--- config.mk ---
export PLATFORM = sky130hd
export DESIGN_NAME = tremolo_mod_flat
export DESIGN_NICKNAME = d
export VERILOG_FILES = /design/src/rtl/tremolo_if.sv /design/src/rtl/tremolo_mod.sv /design/src/flat_wrapper.sv
export SDC_FILE = /design/constraint.sdc
export NUM_CORES = 1
export LEC_CHECK = 0
export ABC_AREA = 1
export CAP_MARGIN = 20
export CORE_MARGIN = 2
export CORE_UTILIZATION = 65
export DETAILED_ROUTE_END_ITERATION = 7
export PLACE_DENSITY = 0.85
export SYNTH_ARGS = -nofsm -noshare
export SYNTH_HDL_FRONTEND = slang
export SYNTH_SLANG_ARGS = --single-unit
--- constraint.sdc ---
create_clock -name i_clk -period 9.3 [get_ports i_clk]
set_clock_uncertainty 0.05 [all_clocks]
set_input_delay 1.86 -clock i_clk [delete_from_list [all_inputs] [get_ports i_clk]]
set_output_delay 1.86 -clock i_clk [all_outputs]
set_load 0.03 [all_outputs]
--- src/rtl/tremolo_if.sv ---
// Sample stream between the tremolo stage and its neighbours: input sample
// with its strobe, and the modulated output sample with its strobe.
interface tremolo_if #(
    parameter int DATA_W = 16
);
    logic [DATA_W-1:0] i_signal;
    logic              i_valid;
    logic [DATA_W-1:0] o_signal;
    logic              o_valid;

    modport master (output i_signal, output i_valid, input o_signal, input o_valid);
    modport slave  (input i_signal, input i_valid, output o_signal, output o_valid);
endinterface

--- src/rtl/tremolo_mod.sv ---
// Tremolo stage: LFO from a phase accumulator, depth-weighted gain, and a
// fixed two-clock sample pipeline with an exact bypass outside RUN.
module tremolo_mod #(
    parameter int DATA_W    = 16,
    parameter int RATE_W    = 3,
    parameter int DEPTH_W   = 4,
    parameter int LFO_W     = 8,
    parameter int PHASE_W   = 24,
    parameter int RATE_STEP = 350
) (
    input  logic               i_clk,
    input  logic               i_rst_n,
    tremolo_if.slave           bus,
    input  logic               i_sel,
    input  logic               i_start,
    input  logic [RATE_W-1:0]  i_rate,
    input  logic [DEPTH_W-1:0] i_depth,
    input  logic [1:0]         i_wave,
    output logic [LFO_W-1:0]   o_lfo
);
    typedef enum logic [1:0] {ST_IDLE = 2'd0, ST_SEL = 2'd1, ST_RUN = 2'd2} state_t;

    localparam logic [PHASE_W-1:0] STEP     = PHASE_W'(RATE_STEP);
    localparam logic [LFO_W:0]     G_UNITY  = {1'b1, {LFO_W{1'b0}}};

    state_t               state_q, state_d;
    logic [PHASE_W-1:0]   phase_q, phase_d, inc_s;
    logic [RATE_W-1:0]    rate_q;
    logic [DEPTH_W-1:0]   depth_q;
    logic [1:0]           wave_q;
    logic                 phase_clr_s, latch_s, run_s;
    logic [LFO_W-1:0]     lfo_s, tri_m_s, ramp_s;
    logic                 tri_t_s;
    logic [DEPTH_W:0]     d_eff_s;
    logic [LFO_W:0]       diff_s, g_s;
    logic [DEPTH_W+LFO_W:0] att_prod_s;
    logic [DATA_W-1:0]    x_q;
    logic [LFO_W:0]       g_q;
    logic                 v1_q, v2_q;
    logic [DATA_W-1:0]    sig_q, sig_d;
    logic signed [DATA_W+LFO_W:0] mul_s;

    assign run_s = (state_q == ST_RUN);

    // Mode sequencing; start outranks deselect while selecting
    always_comb begin
        state_d     = state_q;
        phase_clr_s = 1'b0;
        latch_s     = 1'b0;
        case (state_q)
            ST_IDLE: begin
                if (i_sel) state_d = ST_SEL;
                else       state_d = ST_IDLE;
            end
            ST_SEL: begin
                if (i_start) begin
                    state_d     = ST_RUN;
                    phase_clr_s = 1'b1;
                end else if (!i_sel) begin
                    state_d = ST_IDLE;
                end else begin
                    latch_s = 1'b1;
                end
            end
            ST_RUN: begin
                if (!i_sel)       state_d = ST_IDLE;
                else if (i_start) phase_clr_s = 1'b1;
                else              state_d = ST_RUN;
            end
            default: state_d = ST_IDLE;
        endcase
    end

    assign inc_s = (PHASE_W'(rate_q) + PHASE_W'(1)) * STEP;

    // Phase advances once per strobe in RUN; a clear beats the advance
    always_comb begin
        if (phase_clr_s)                 phase_d = {PHASE_W{1'b0}};
        else if (bus.i_valid && run_s)   phase_d = phase_q + inc_s;
        else                             phase_d = phase_q;
    end

    assign tri_t_s = phase_q[PHASE_W-1];
    assign tri_m_s = phase_q[PHASE_W-2 -: LFO_W];
    assign ramp_s  = phase_q[PHASE_W-1 -: LFO_W];

    // Waveform shaping of the unipolar LFO
    always_comb begin
        lfo_s = {LFO_W{1'b0}};
        case (wave_q)
            2'b00:   lfo_s = tri_t_s ? ~tri_m_s : tri_m_s;
            2'b01:   lfo_s = tri_t_s ? {LFO_W{1'b0}} : {LFO_W{1'b1}};
            2'b10:   lfo_s = ramp_s;
            2'b11:   lfo_s = ~ramp_s;
            default: lfo_s = {LFO_W{1'b0}};
        endcase
    end

    // Full-scale depth code maps to exactly 2^DEPTH_W so 100% reaches zero gain
    assign d_eff_s    = (depth_q == {DEPTH_W{1'b1}}) ? {1'b1, {DEPTH_W{1'b0}}} : {1'b0, depth_q};
    assign diff_s     = G_UNITY - {1'b0, lfo_s};
    assign att_prod_s = {{LFO_W{1'b0}}, d_eff_s} * {{DEPTH_W{1'b0}}, diff_s};
    assign g_s        = G_UNITY - (LFO_W+1)'(att_prod_s >> DEPTH_W);

    assign mul_s = $signed({{(LFO_W+1){x_q[DATA_W-1]}}, x_q}) * $signed({{DATA_W{1'b0}}, g_q});
    assign sig_d = DATA_W'(mul_s >>> LFO_W);

    // State, phase and settings registers
    always_ff @(posedge i_clk or negedge i_rst_n) begin
        if (!i_rst_n) begin
            state_q <= ST_IDLE;
            phase_q <= {PHASE_W{1'b0}};
            rate_q  <= {RATE_W{1'b0}};
            depth_q <= {DEPTH_W{1'b0}};
            wave_q  <= 2'b00;
        end else begin
            state_q <= state_d;
            phase_q <= phase_d;
            if (latch_s) begin
                rate_q  <= i_rate;
                depth_q <= i_depth;
                wave_q  <= i_wave;
            end
        end
    end

    // Two-stage sample pipeline; gain is frozen at capture time
    always_ff @(posedge i_clk or negedge i_rst_n) begin
        if (!i_rst_n) begin
            x_q   <= {DATA_W{1'b0}};
            g_q   <= {(LFO_W+1){1'b0}};
            v1_q  <= 1'b0;
            v2_q  <= 1'b0;
            sig_q <= {DATA_W{1'b0}};
        end else begin
            v1_q <= bus.i_valid;
            v2_q <= v1_q;
            if (bus.i_valid) begin
                x_q <= bus.i_signal;
                g_q <= run_s ? g_s : G_UNITY;
            end
            if (v1_q) sig_q <= sig_d;
        end
    end

    assign bus.o_signal = sig_q;
    assign bus.o_valid  = v2_q;
    assign o_lfo        = lfo_s;
endmodule
--- src/flat_wrapper.sv ---
// flat-port wrapper written by rule: the top's interface ports become plain ports
module tremolo_mod_flat 
#(
    parameter int DATA_W    = 16,
    parameter int RATE_W    = 3,
    parameter int DEPTH_W   = 4,
    parameter int LFO_W     = 8,
    parameter int PHASE_W   = 24,
    parameter int RATE_STEP = 350
)
  (i_clk, i_rst_n, i_sel, i_start, i_rate, i_depth, i_wave, o_lfo, bus_i_signal, bus_i_valid, bus_o_signal, bus_o_valid);
  tremolo_if #(.DATA_W(DATA_W)) bus_i ();
  input  logic i_clk;
  input  logic i_rst_n;
  input  logic i_sel;
  input  logic i_start;
  input  logic [RATE_W-1:0] i_rate;
  input  logic [DEPTH_W-1:0] i_depth;
  input  logic [1:0] i_wave;
  output logic [LFO_W-1:0] o_lfo;
  input wire logic [$bits(bus_i.i_signal)-1:0] bus_i_signal;
  input wire logic [$bits(bus_i.i_valid)-1:0] bus_i_valid;
  output wire logic [$bits(bus_i.o_signal)-1:0] bus_o_signal;
  output wire logic [$bits(bus_i.o_valid)-1:0] bus_o_valid;
  assign bus_i.i_signal = bus_i_signal;
  assign bus_i.i_valid = bus_i_valid;
  assign bus_o_signal = bus_i.o_signal;
  assign bus_o_valid = bus_i.o_valid;
  tremolo_mod #(.DATA_W(DATA_W), .RATE_W(RATE_W), .DEPTH_W(DEPTH_W), .LFO_W(LFO_W), .PHASE_W(PHASE_W), .RATE_STEP(RATE_STEP)) u_core (.i_clk(i_clk), .i_rst_n(i_rst_n), .bus(bus_i), .i_sel(i_sel), .i_start(i_start), .i_rate(i_rate), .i_depth(i_depth), .i_wave(i_wave), .o_lfo(o_lfo));
endmodule
**Word-level counts from Yosys, hierarchy flattened**

Cells that the tools add are included.

- Bits in registers: 78
- Logic and storage cells: 51
- Memories kept: 0
- ROM bits: 0
- Latch bits: 0
- RAM bits: 0
- Bits of input ports: 30

- Eq/ne operators: 8
- Reductions and logical operators: 5
- Add/sub/neg operators: 4
- Bitwise logic cells: 2
- Shifts and indexed selects: 0
- Muxes and demuxes: 19
- Multiply operators: 3
- Magnitude comparators: 0
- Div/mod/pow operators: 0

Operators with widths:

| operator | number |
|---|---|
| 2-to-1 mux 24 bit | 2 |
| one-hot mux 8 bit (4 select lines) | 1 |
| adder 24 bit | 1 |
| multiplier 16 x 10 -> 24 bit | 1 |
| multiplier 24 x 8 -> 23 bit, second input constant | 1 |
| 2-to-1 mux 8 bit | 2 |
| NOT 8 bit | 2 |
| multiplier 5 x 9 -> 13 bit | 1 |
| 2-to-1 mux 9 bit | 1 |
| subtractor 9 x 8 -> 9 bit, first input constant | 1 |
| subtractor 9 bit, first input constant | 1 |
| 2-to-1 mux 2 bit | 4 |
| equality test 2 bit, second input constant | 3 |
| 2-to-1 mux 1 bit | 6 |
| != test 3 bit, second input constant | 2 |
| one-hot mux 2 bit (3 select lines) | 1 |
| 2-to-1 mux 5 bit | 1 |
| adder 3 x 1 -> 4 bit, second input constant | 1 |
| equality test 2 x 1 -> 1 bit, second input constant | 2 |
| equality test 4 bit, second input constant | 1 |
| zero test 2 bit | 2 |
| one-hot mux 1 bit (2 select lines) | 1 |
| AND reduction 2 bit | 1 |
| nonzero test 2 bit | 1 |
| logical AND 1 bit | 1 |

**Logic depth before layout (Yosys ltp)**

Gate-level depths: netlist (run 1).

- Depth after elaboration: 7
- Mapped depth: 35

**Least setup slack after synthesis (run 1)**

Ideal clock, no wire load.

- Path type: reg-to-reg
- From: register u_core.wave_q[0]
- To: register u_core.g_q[8]
- Data required time: 9.134 ns
- Buffers on the path: 0
- Path slack: 4.032 ns
- Data arrival time: 5.102 ns
- Clock period less this slack: 5.268 ns
- Cell stages (with the launch flop): 31
- Cell sequence: dfrtp_1 > inv_2 > nand2_2 > nor2_1 > a211oi_2 > nand2_1 > inv_1 > ha_1 > nor3b_4 > nand4_1 > xor2_1 > nor2_1 > fa_1 > inv_1 > fa_1 > fa_1 > inv_1 > ha_1 > a21o_1 > inv_1 > o21ai_0 > a21oi_1 > nand2_1 > xnor2_1 > nand3_1 > nor2_1 > nand3_1 > nand2_1 > nand2_1 > nand2_1 > nand2_1

- Longest elaborated chain between the ends: 6
- Elaborated cells between the ends (all ways): 9

Ends and longest elaborated chain:

| item | RTL line | RTL |
|---|---|---|
| start: declaration | tremolo_mod.sv:30 | `logic [1:0] wave_q;` |
| start signal: assignment | tremolo_mod.sv:122 | `wave_q <= i_wave;` |
| equality test 2 bit, or another cell as far along | tremolo_mod.sv:90 | `case (wave_q)` |
| one-hot mux 8 bit (4 select lines) * | tremolo_mod.sv:90 |  |
| net o_lfo[1] | flat_wrapper.sv:20 | `output logic [LFO_W-1:0] o_lfo;` |
| subtractor 9 x 8 -> 9 bit * | tremolo_mod.sv:101 | `assign diff_s = G_UNITY - {1'b0, lfo_s};` |
| multiplier 5 x 9 -> 13 bit * | tremolo_mod.sv:102 | `assign att_prod_s = {{LFO_W{1'b0}}, d_eff_s} * {{DEPTH_W{1'b0}}, diff_s};` |
| subtractor 9 bit * | tremolo_mod.sv:103 | `assign g_s = G_UNITY - (LFO_W+1)'(att_prod_s >> DEPTH_W);` |
| 2-to-1 mux 9 bit * | tremolo_mod.sv:140 | `g_q <= run_s ? g_s : G_UNITY;` |
| end signal: assignment | tremolo_mod.sv:131 | `g_q <= {(LFO_W+1){1'b0}};` |
| end signal: assignment | tremolo_mod.sv:140 |  |
| end: declaration | tremolo_mod.sv:38 | `logic [LFO_W:0] g_q;` |

The timed path passes the listed nets; every way through them passes the cells marked *.
A chain may end at the register's enable or synchronous reset.

**Worst setup path after layout (run 1)**

- From: register u_core.phase_q[23]
- To: register u_core.g_q[8]

- Longest elaborated chain between the ends: 6
- Elaborated cells between the ends (all ways): 8

Ends and longest elaborated chain:

| item | RTL line | RTL |
|---|---|---|
| start: declaration | tremolo_mod.sv:27 | `logic [PHASE_W-1:0] phase_q, phase_d, inc_s;` |
| start signal: assignment | tremolo_mod.sv:112 | `phase_q <= {PHASE_W{1'b0}};` |
| start signal: assignment | tremolo_mod.sv:118 | `phase_q <= phase_d;` |
| 2-to-1 mux 8 bit, or another cell as far along | tremolo_mod.sv:92 | `2'b01: lfo_s = tri_t_s ? {LFO_W{1'b0}} : {LFO_W{1'b1}};` |
| one-hot mux 8 bit (4 select lines) * | tremolo_mod.sv:90 |  |
| subtractor 9 x 8 -> 9 bit * | tremolo_mod.sv:101 |  |
| multiplier 5 x 9 -> 13 bit * | tremolo_mod.sv:102 |  |
| subtractor 9 bit * | tremolo_mod.sv:103 |  |
| 2-to-1 mux 9 bit * | tremolo_mod.sv:140 |  |

Every way passes the cells marked *; elsewhere a longest branch is shown, timed or not.

==> flow_summary.html, run 1 <==
<table>
<tr><th>Metric</th><th>Value</th></tr>
<tr><th colspan="2">Outcome</th></tr>
<tr><td>Status</td><td>completed</td></tr>
<tr><th colspan="2">STA</th></tr>
<tr><td>Period Utilization, post-route</td><td>64.0%</td></tr>
<tr><td>Total count of hold-check failures in the final report</td><td>0</td></tr>
<tr><td>Fmax</td><td>0.168 GHz</td></tr>
<tr><td>Setup repair after global routing missed its margin</td><td>false</td></tr>
<tr><td>Final-report max-slew violation count</td><td>0</td></tr>
<tr><td>Post-route minimum period</td><td>5.95 ns</td></tr>
<tr><td>Final count of negative-setup-slack endpoints</td><td>0</td></tr>
<tr><td>Transition time at the pin with the least slew margin</td><td>1.05 ns</td></tr>
<tr><td>TNS Setup</td><td>0 ns</td></tr>
<tr><td>Worst slew margin</td><td>approximately 30%</td></tr>
<tr><th colspan="2">Synthesis</th></tr>
<tr><td>Number of flops mapped to enable cells by yosys</td><td>0</td></tr>
<tr><td>Avg Synthesized Cell Area</td><td>7.42 sq um</td></tr>
<tr><td>Area share of and/or/nand/nor cells after synthesis</td><td>between 20% and 30%</td></tr>
<tr><td>Biggest area contributors in the synthesized netlist</td><td>sky130_fd_sc_hd__fa_1 25%, sky130_fd_sc_hd__dfrtp_1 17%, sky130_fd_sc_hd__nand2_1 13%, sky130_fd_sc_hd__inv_1 12%, sky130_fd_sc_hd__ha_1 12%</td></tr>
<tr><td>Sequential element share of the synthesized area</td><td>17.2%</td></tr>
<tr><td>Area fraction of the dominant cell type after synthesis</td><td>24.9%</td></tr>
<tr><td>Total nets after synthesis</td><td>1778</td></tr>
<tr><td>Async set-or-reset flop fraction in the synthesized netlist</td><td>100%</td></tr>
<tr><td>Cell accounting for the most synthesized area</td><td>sky130_fd_sc_hd__fa_1</td></tr>
<tr><td>Cell variety after synth</td><td>47</td></tr>
<tr><td>Flip-flop and latch count after synthesis</td><td>77</td></tr>
<tr><td>Cell area after synthesis</td><td>11200 sq um</td></tr>
<tr><td>Adder-cell share of the synthesized area</td><td>about 37%</td></tr>
<tr><td>Fraction of synthesized area in multiplexers</td><td>0%</td></tr>
<tr><td>Warnings from Yosys</td><td>0</td></tr>
<tr><td>Xor/xnor share of the synthesized area</td><td>under 10%</td></tr>
<tr><td>Flip-flop cell with the highest count after synthesis</td><td>sky130_fd_sc_hd__dfrtp_1</td></tr>
<tr><td>Combinational family with the most area after synthesis</td><td>adder cells</td></tr>
<tr><td>Compound-gate portion of the synthesized area</td><td>8.05%</td></tr>
<tr><td>Mapped Cells</td><td>~1500</td></tr>
<tr><th colspan="2">Placement</th></tr>
<tr><td>Final Wtd Congestion</td><td>0.900</td></tr>
<tr><td>Buffers added on ports</td><td>54</td></tr>
<tr><td>Detailed placement HPWL</td><td>between 20000 and 25000 microns</td></tr>
<tr><th colspan="2">Layout</th></tr>
<tr><td>Top library cells by usage in the layout, fill and taps aside</td><td>401 x sky130_fd_sc_hd__nand2_1, 349 x sky130_fd_sc_hd__inv_1, 139 x sky130_fd_sc_hd__fa_1, 104 x sky130_fd_sc_hd__ha_1, 86 x sky130_fd_sc_hd__nor2_1</td></tr>
<tr><td>Nets</td><td>1801</td></tr>
<tr><td>Diodes inserted</td><td>0</td></tr>
<tr><td>Fraction of layout instances using a drive strength above 1</td><td>under 10%</td></tr>
<tr><td>Count of fill cells added during filler insertion</td><td>1342</td></tr>
<tr><td>Most frequent standard cell in the layout excluding fill and tap cells</td><td>sky130_fd_sc_hd__nand2_1</td></tr>
<tr><td>Synth-to-Final Area Change</td><td>8.44%</td></tr>
<tr><th colspan="2">Clock network</th></tr>
<tr><td>Post-cts sizing count</td><td>0</td></tr>
<tr><td>Number of buffers inserted by hold repair at cts</td><td>0</td></tr>
<tr><td>H-tree depth</td><td>3</td></tr>
<tr><td>Deepest clock path buffer count</td><td>2</td></tr>
<tr><td>Clock transition at the registers of the reported paths</td><td>0.06 ns</td></tr>
<tr><td>Insertion delay to the later sink of the worst-skew pair</td><td>0.36 ns</td></tr>
<tr><td>CTS sink count</td><td>77</td></tr>
<tr><td>Clock tree from TritonCTS</td><td>built</td></tr>
<tr><td>Count of buffers added by post-CTS timing repair for setup</td><td>0</td></tr>
<tr><td>Number of buffers created by CTS</td><td>9</td></tr>
<tr><td>CTS root buffer</td><td>sky130_fd_sc_hd__clkbuf_16</td></tr>
<tr><th colspan="2">Die</th></tr>
<tr><td>Total I/O pin count</td><td>55</td></tr>
<tr><td>Die extent in x</td><td>135 microns</td></tr>
<tr><td>Number of core rows</td><td>47</td></tr>
<tr><td>Effective utilization at floorplan</td><td>between 60% and 70%</td></tr>
<tr><td>Floorplan die area</td><td>approximately 18000 sq um</td></tr>
<tr><td>Die height</td><td>about 140 microns</td></tr>
<tr><td>CORE AREA</td><td>16700 sq um</td></tr>
<tr><th colspan="2">Global routing</th></tr>
<tr><td>Global routing usage on met1</td><td>around two fifths</td></tr>
<tr><td>GRT Overall Usage</td><td>a little under a third</td></tr>
<tr><td>Number of antenna violations at the first check in global routing</td><td>0</td></tr>
<tr><td>Via count of the first global-routing pass</td><td>9786</td></tr>
<tr><td>Maximum number of pins on one net before global-route repair</td><td>78</td></tr>
<tr><td>Busiest layer in global routing</td><td>met2</td></tr>
<tr><td>GRT Residual Overflow</td><td>0</td></tr>
<tr><td>GRT met3 Usage</td><td>5.03%</td></tr>
<tr><td>Met2 layer usage reported by global route</td><td>55.0%</td></tr>
<tr><td>Wire length of the first global-routing pass</td><td>45500 microns</td></tr>
<tr><th colspan="2">Critical path</th></tr>
<tr><td>Startpoint types</td><td>flop</td></tr>
<tr><td>Required time reported for the critical path endpoint</td><td>9.53 ns</td></tr>
<tr><td>Most frequent cell on the critical path</td><td>sky130_fd_sc_hd__nand2_1</td></tr>
<tr><td>Maximum fanout count along the critical path</td><td>10</td></tr>
<tr><td>Maximum single-stage delay on the critical path</td><td>around 0.56 ns</td></tr>
<tr><td>Crit path buf inv count</td><td>7</td></tr>
<tr><td>Category of the worst setup path capture point</td><td>flop</td></tr>
<tr><td>Arrival time of data at the critical path endpoint</td><td>6.18 ns</td></tr>
<tr><td>Critical path type</td><td>flop to flop</td></tr>
<tr><td>Slowest cell on the critical path</td><td>sky130_fd_sc_hd__dfrtp_1</td></tr>
<tr><td>Cell family with the largest share of critical-path delay</td><td>adder cells</td></tr>
<tr><th colspan="2">Worst hold path</th></tr>
<tr><td>Hold WC Path Type</td><td>flop to flop</td></tr>
<tr><th colspan="2">Drt</th></tr>
<tr><td>Initial detailed-routing violation count</td><td>688</td></tr>
<tr><td>First drt pass iteration count</td><td>6</td></tr>
<tr><td>Final WL</td><td>26300 microns</td></tr>
<tr><td>Total via count in the routed design</td><td>9492</td></tr>
<tr><td>Vias per cell</td><td>5.41</td></tr>
<tr><td>Average wire per cell in the routed design</td><td>15.0 microns</td></tr>
<tr><td>Drt drc</td><td>0</td></tr>
<tr><td>Number of nets with antenna violations after detailed routing</td><td>0</td></tr>
<tr><th colspan="2">Flow run</th></tr>
<tr><td># Max-Cap Violations</td><td>0</td></tr>
</table>
[final cells by class]
type / count / area [sq um] / area share, %
timing repair buffer: 56 / 573 / 4.73
tap: 220 / 275 / 2.27
clock buffer: 10 / 229 / 1.89
sequential: 77 / 1930 / 15.9
inverter: 360 / 1350 / 11.2
clock inverter: 6 / 40.0 / 0.330
multi-input combinational: 1024 / 7720 / 63.7
[registers in the layout, indices dropped and copies added (netlist names)]
signal and flops:
u_core.bus.o_valid 1, u_core.depth_q 4, u_core.bus.o_signal 16, u_core.g_q 9, u_core.rate_q 3, u_core.phase_q 23, u_core.state_q 2, u_core.x_q 16
u_core.wave_q 2, u_core.v1_q 1
[final timing paths]
check,slack [ns],endpoint,cells past startpoint,startpoint
max in group asynchronous,7.23,u_core.bus.o_signal[12],2,i_rst_n
hold reg to reg,0.44,u_core.bus.o_signal[12],2,u_core.bus.o_signal[12]
setup / recovery,3.35,u_core.g_q[8],31,u_core.phase_q[23]
min in group asynchronous,1.36,u_core.rate_q[0],1,i_rst_n
setup reg to reg,3.35,u_core.g_q[8],31,u_core.phase_q[23]
hold / removal,0.44,u_core.bus.o_signal[12],2,u_core.bus.o_signal[12]
[through the flow]
stage	util, %	hold WS (ns)	setup WS, ns	cell area (sq um)	std cells
6_report	72.6	0.437	3.35	12100	1753
5_1_grt	72.6	0.464	2.88	12100	1753
4_1_cts	72.4	0.445	3.31	12100	1752
3_5_place_dp	70.8	0.431	3.37	11800	1736
3_3_place_gp	70.8	0.420	3.50	11800	1736
2_1_floorplan	-	0.322	4.03	11200	1505
[synth_stat cells, types with 5 or more instances]
cell type	n
sky130_fd_sc_hd__xor2_1	17
sky130_fd_sc_hd__xnor2_1	22
sky130_fd_sc_hd__dfrtp_1	77
sky130_fd_sc_hd__nor2_1	86
sky130_fd_sc_hd__nor3_1	13
sky130_fd_sc_hd__a31oi_1	6
sky130_fd_sc_hd__o21ai_0	59
sky130_fd_sc_hd__clkbuf_1	39
sky130_fd_sc_hd__inv_2	8
sky130_fd_sc_hd__nor2_2	5
sky130_fd_sc_hd__ha_1	104
sky130_fd_sc_hd__a21oi_1	59
sky130_fd_sc_hd__or2_2	10
sky130_fd_sc_hd__o21ai_1	6
sky130_fd_sc_hd__nand4_1	5
sky130_fd_sc_hd__nand3_1	46
sky130_fd_sc_hd__nand2_1	401
sky130_fd_sc_hd__inv_1	349
sky130_fd_sc_hd__fa_1	139
[cell families after synthesis]
family,count (synthesis)
flip-flops,77
AO/OA/AOI/OAI,160
AND/OR/NAND/NOR,581
buffers and inverters,404
adder cells (fa/ha/maj),243
XOR/XNOR,40
[worst min-delay path, stage by stage (launching register included)]
cell and delay (ns):
sky130_fd_sc_hd__dfrtp_1 0.34, sky130_fd_sc_hd__nand2_1 0.05, sky130_fd_sc_hd__nand2_1 0.06
[layer usage]
metal / routed length, microns / share of wire, %
met1: 10700 / 41
met3: 1780 / 6.8
met2: 13200 / 50
met4: 669 / 2.5
met5: 0 / 0
Power of run 1 is left out: the tool's default activity adds up to more than one toggle a clock period on the data nets, which glitch-free logic cannot reach.
==> run 2: changes to the inputs <==
- CORE_UTILIZATION: 65 -> 63
- PLACE_DENSITY: 0.85 -> 0.83
- clock period: 9.3 -> 5.9 ns (I/O delays scaled with it)
==> flow_summary.html, run 2 (synthesis gave the netlist of run 1 again) <==
<table>
<tr><th>Metric</th><th>Value</th></tr>
<tr><th colspan="2">Critical path</th></tr>
<tr><td>Slowest cell on the critical path</td><td>sky130_fd_sc_hd__fa_1</td></tr>
<tr><td>Critical path type</td><td>flop to flop</td></tr>
<tr><td>Maximum single-stage delay on the critical path</td><td>0.55 ns (about the same)</td></tr>
<tr><td>Required time reported for the critical path endpoint</td><td>6.05 ns (-3.48 ns)</td></tr>
<tr><td>Category of the worst setup path capture point</td><td>flop</td></tr>
<tr><td>Maximum fanout count along the critical path</td><td>10 (unchanged)</td></tr>
<tr><td>Arrival time of data at the critical path endpoint</td><td>5.73 ns (-0.45 ns)</td></tr>
<tr><td>Number of cells on the worst reg-to-reg path</td><td>25 (-19%)</td></tr>
<tr><td>End of the worst register-to-register path</td><td>u_core.g_q[4]</td></tr>
<tr><td>Origin of the critical flop-to-flop path</td><td>u_core.phase_q[23]</td></tr>
<tr><td>Startpoint types</td><td>flop</td></tr>
<tr><td>Most frequent cell on the critical path</td><td>sky130_fd_sc_hd__inv_1</td></tr>
<tr><td>R2R setup slack</td><td>0.33 ns (-3.03 ns)</td></tr>
<tr><th colspan="2">Layout</th></tr>
<tr><td>Design Area, Final</td><td>12300 sq um (+1.8%)</td></tr>
<tr><td>Diodes inserted</td><td>0 (unchanged)</td></tr>
<tr><td>Number of flip-flops in the largest register</td><td>23 (unchanged)</td></tr>
<tr><td>Top library cells by usage in the layout, fill and taps aside</td><td>401 x sky130_fd_sc_hd__nand2_1, 349 x sky130_fd_sc_hd__inv_1, 138 x sky130_fd_sc_hd__fa_1, 104 x sky130_fd_sc_hd__ha_1, 86 x sky130_fd_sc_hd__nor2_1</td></tr>
<tr><td>Most frequent standard cell in the layout excluding fill and tap cells</td><td>sky130_fd_sc_hd__nand2_1</td></tr>
<tr><td>Synth-to-Final Area Change</td><td>10.4%</td></tr>
<tr><td>Nets</td><td>1821 (+1.1%)</td></tr>
<tr><td>Fraction of layout instances using a drive strength above 1</td><td>5.41% (+1.8 points)</td></tr>
<tr><td>Final std cells w/o fill</td><td>1778 (+1.4%)</td></tr>
<tr><td>Utilization after layout</td><td>71.3% (-1.2 points)</td></tr>
<tr><td>Reg with most FFs</td><td>u_core.phase_q</td></tr>
<tr><th colspan="2">Clock network</th></tr>
<tr><td>Insertion delay to the later sink of the worst-skew pair</td><td>0.36 ns (about the same)</td></tr>
<tr><td>H-tree depth</td><td>3 (unchanged)</td></tr>
<tr><td>Clock transition at the registers of the reported paths</td><td>0.07 ns (about the same)</td></tr>
<tr><td>Deepest clock path buffer count</td><td>2 (unchanged)</td></tr>
<tr><td>CTS sink count</td><td>77 (unchanged)</td></tr>
<tr><td>Number of buffers created by CTS</td><td>9 (unchanged)</td></tr>
<tr><td>Number of buffers inserted by hold repair at cts</td><td>0 (unchanged)</td></tr>
<tr><td>CTS root buffer</td><td>sky130_fd_sc_hd__clkbuf_16</td></tr>
<tr><td>Clock tree from TritonCTS</td><td>built</td></tr>
<tr><th colspan="2">Worst hold path</th></tr>
<tr><td>Hold WC Path Type</td><td>flop to flop</td></tr>
<tr><td>Source of the worst hold timing path</td><td>u_core.bus.o_signal[5]</td></tr>
<tr><td>Sink of the worst hold path</td><td>u_core.bus.o_signal[5]</td></tr>
<tr><td>Cell depth of the worst hold path</td><td>2 (unchanged)</td></tr>
<tr><th colspan="2">Drt</th></tr>
<tr><td>Number of nets with antenna violations after detailed routing</td><td>0 (unchanged)</td></tr>
<tr><td>Final WL</td><td>27000 microns (+2.5%)</td></tr>
<tr><td>Total via count in the routed design</td><td>9576 (+0.88%)</td></tr>
<tr><td>Initial detailed-routing violation count</td><td>538 (-22%)</td></tr>
<tr><td>Vias per cell</td><td>5.39 (-0.53%)</td></tr>
<tr><td>First drt pass iteration count</td><td>6 (unchanged)</td></tr>
<tr><td>Drt drc</td><td>0 (unchanged)</td></tr>
<tr><td>Average wire per cell in the routed design</td><td>15.2 microns (+1.1%)</td></tr>
<tr><th colspan="2">Outcome</th></tr>
<tr><td>Status</td><td>completed</td></tr>
<tr><th colspan="2">STA</th></tr>
<tr><td>Post-route minimum period</td><td>5.57 ns (-0.374 ns)</td></tr>
<tr><td>Final-report max-slew violation count</td><td>0 (unchanged)</td></tr>
<tr><td>TNS Setup</td><td>0 ns (unchanged)</td></tr>
<tr><td>Worst slew margin</td><td>30.3% (+0.44 points)</td></tr>
<tr><td>Transition time at the pin with the least slew margin</td><td>1.04 ns (-0.00712 ns)</td></tr>
<tr><td>Final count of negative-setup-slack endpoints</td><td>0 (unchanged)</td></tr>
<tr><td>Fmax</td><td>0.179 GHz (+6.7%)</td></tr>
<tr><td>Setup repair after global routing missed its margin</td><td>false</td></tr>
<tr><td>Period Utilization, post-route</td><td>94.5% (+31 points)</td></tr>
<tr><td>Total count of hold-check failures in the final report</td><td>0 (unchanged)</td></tr>
<tr><th colspan="2">Global routing</th></tr>
<tr><td>Number of antenna violations at the first check in global routing</td><td>0 (unchanged)</td></tr>
<tr><td>Wire length of the first global-routing pass</td><td>46300 microns (+1.8%)</td></tr>
<tr><td>Maximum number of pins on one net before global-route repair</td><td>54 (-31%)</td></tr>
<tr><td>GRT Residual Overflow</td><td>0 (unchanged)</td></tr>
<tr><td>GRT Overall Usage</td><td>31.6% (+0.18 points)</td></tr>
<tr><td>Via count of the first global-routing pass</td><td>9993 (+2.1%)</td></tr>
<tr><th colspan="2">Placement</th></tr>
<tr><td>Final Wtd Congestion</td><td>0.999 (+11%)</td></tr>
<tr><td>Number of placed instances with taps included</td><td>1760 (+1.4%)</td></tr>
<tr><td>Buffers added on ports</td><td>54 (unchanged)</td></tr>
<tr><td>Detailed placement HPWL</td><td>21900 microns (+4.2%)</td></tr>
<tr><td>DP Area</td><td>12000 sq um (+1.3%)</td></tr>
<tr><th colspan="2">Die</th></tr>
<tr><td>Die height</td><td>137 microns (+1.5%)</td></tr>
<tr><td>Floorplan die area</td><td>18800 sq um (+3.1%)</td></tr>
<tr><td>Die extent in x</td><td>137 microns (+1.5%)</td></tr>
<tr><td>Number of core rows</td><td>48 (+2.1%)</td></tr>
<tr><td>Total I/O pin count</td><td>55 (unchanged)</td></tr>
<tr><td>Effective utilization at floorplan</td><td>64.6% (-2.3 points)</td></tr>
<tr><td>CORE AREA</td><td>17300 sq um (+3.6%)</td></tr>
<tr><th colspan="2">Flow run</th></tr>
<tr><td># Max-Cap Violations</td><td>0 (unchanged)</td></tr>
</table>
[run 2: worst max-delay path by stage]
stage	start	to	slack (ns)	cells past startpoint
final	u_core.phase_q[23]	u_core.g_q[4]	0.33	25
after global routing	u_core.phase_q[23]	u_core.g_q[6]	0.006	28
after CTS	u_core.phase_q[23]	u_core.g_q[4]	0.09	25
after detailed placement	u_core.phase_q[23]	u_core.g_q[4]	0.12	25
after global placement	u_core.phase_q[23]	u_core.g_q[6]	0.20	28
after floorplan	u_core.wave_q[0]	u_core.g_q[8]	0.63	30
[run 2: stage by stage]
step	worst slack, ns	hold slack [ns]
2_1_floorplan	0.632	0.322
3_3_place_gp	0.196	0.420
3_5_place_dp	0.116	0.423
4_1_cts	0.0898	0.443
5_1_grt	0.00635	0.454
6_report	0.325	0.436
[run 2: metal layers]
| layer | up-vias | track usage [%] | wire [microns] |
|---|---|---|---|
| met5 | - | 0 | 0 |
| met3 | 82 | 6.36 | 1940 |
| li1 | 4603 | - | - |
| met4 | 0 | 14.1 | 1100 |
| met2 | 389 | 53.4 | 13200 |
| met1 | 4502 | 39.4 | 10800 |
[run 2: worst max-delay path, delay by kind of cell, from the launching register on]
kind	cells	cell delay, ns
adder cells (fa/ha/maj)	5	2.07
AND/OR/NAND/NOR	8	1.02
AO/OA/AOI/OAI	3	0.81
buffers and inverters	7	0.54
flip-flops	1	0.47
XOR/XNOR	2	0.47
[run 2: timing repair]
action,CTS,global route
endpoints found under the setup margin,0,8
resized for setup,0,8
buffers inserted,0,2
[run 2: area by class of cell]
| cell class | instances | area (sq um) |
|---|---|---|
| Clock inverter | 5 | 66.3 |
| Fill cell | 1369 | 4960 |
| Inverter | 360 | 1350 |
| Timing Repair Buffer | 76 | 703 |
| Sequential cell | 77 | 1930 |
| Tap cell | 225 | 282 |
| Clock buffer | 11 | 253 |
| Multi-Input combinational cell | 1024 | 7750 |
Power of run 2 is left out for the same reason.
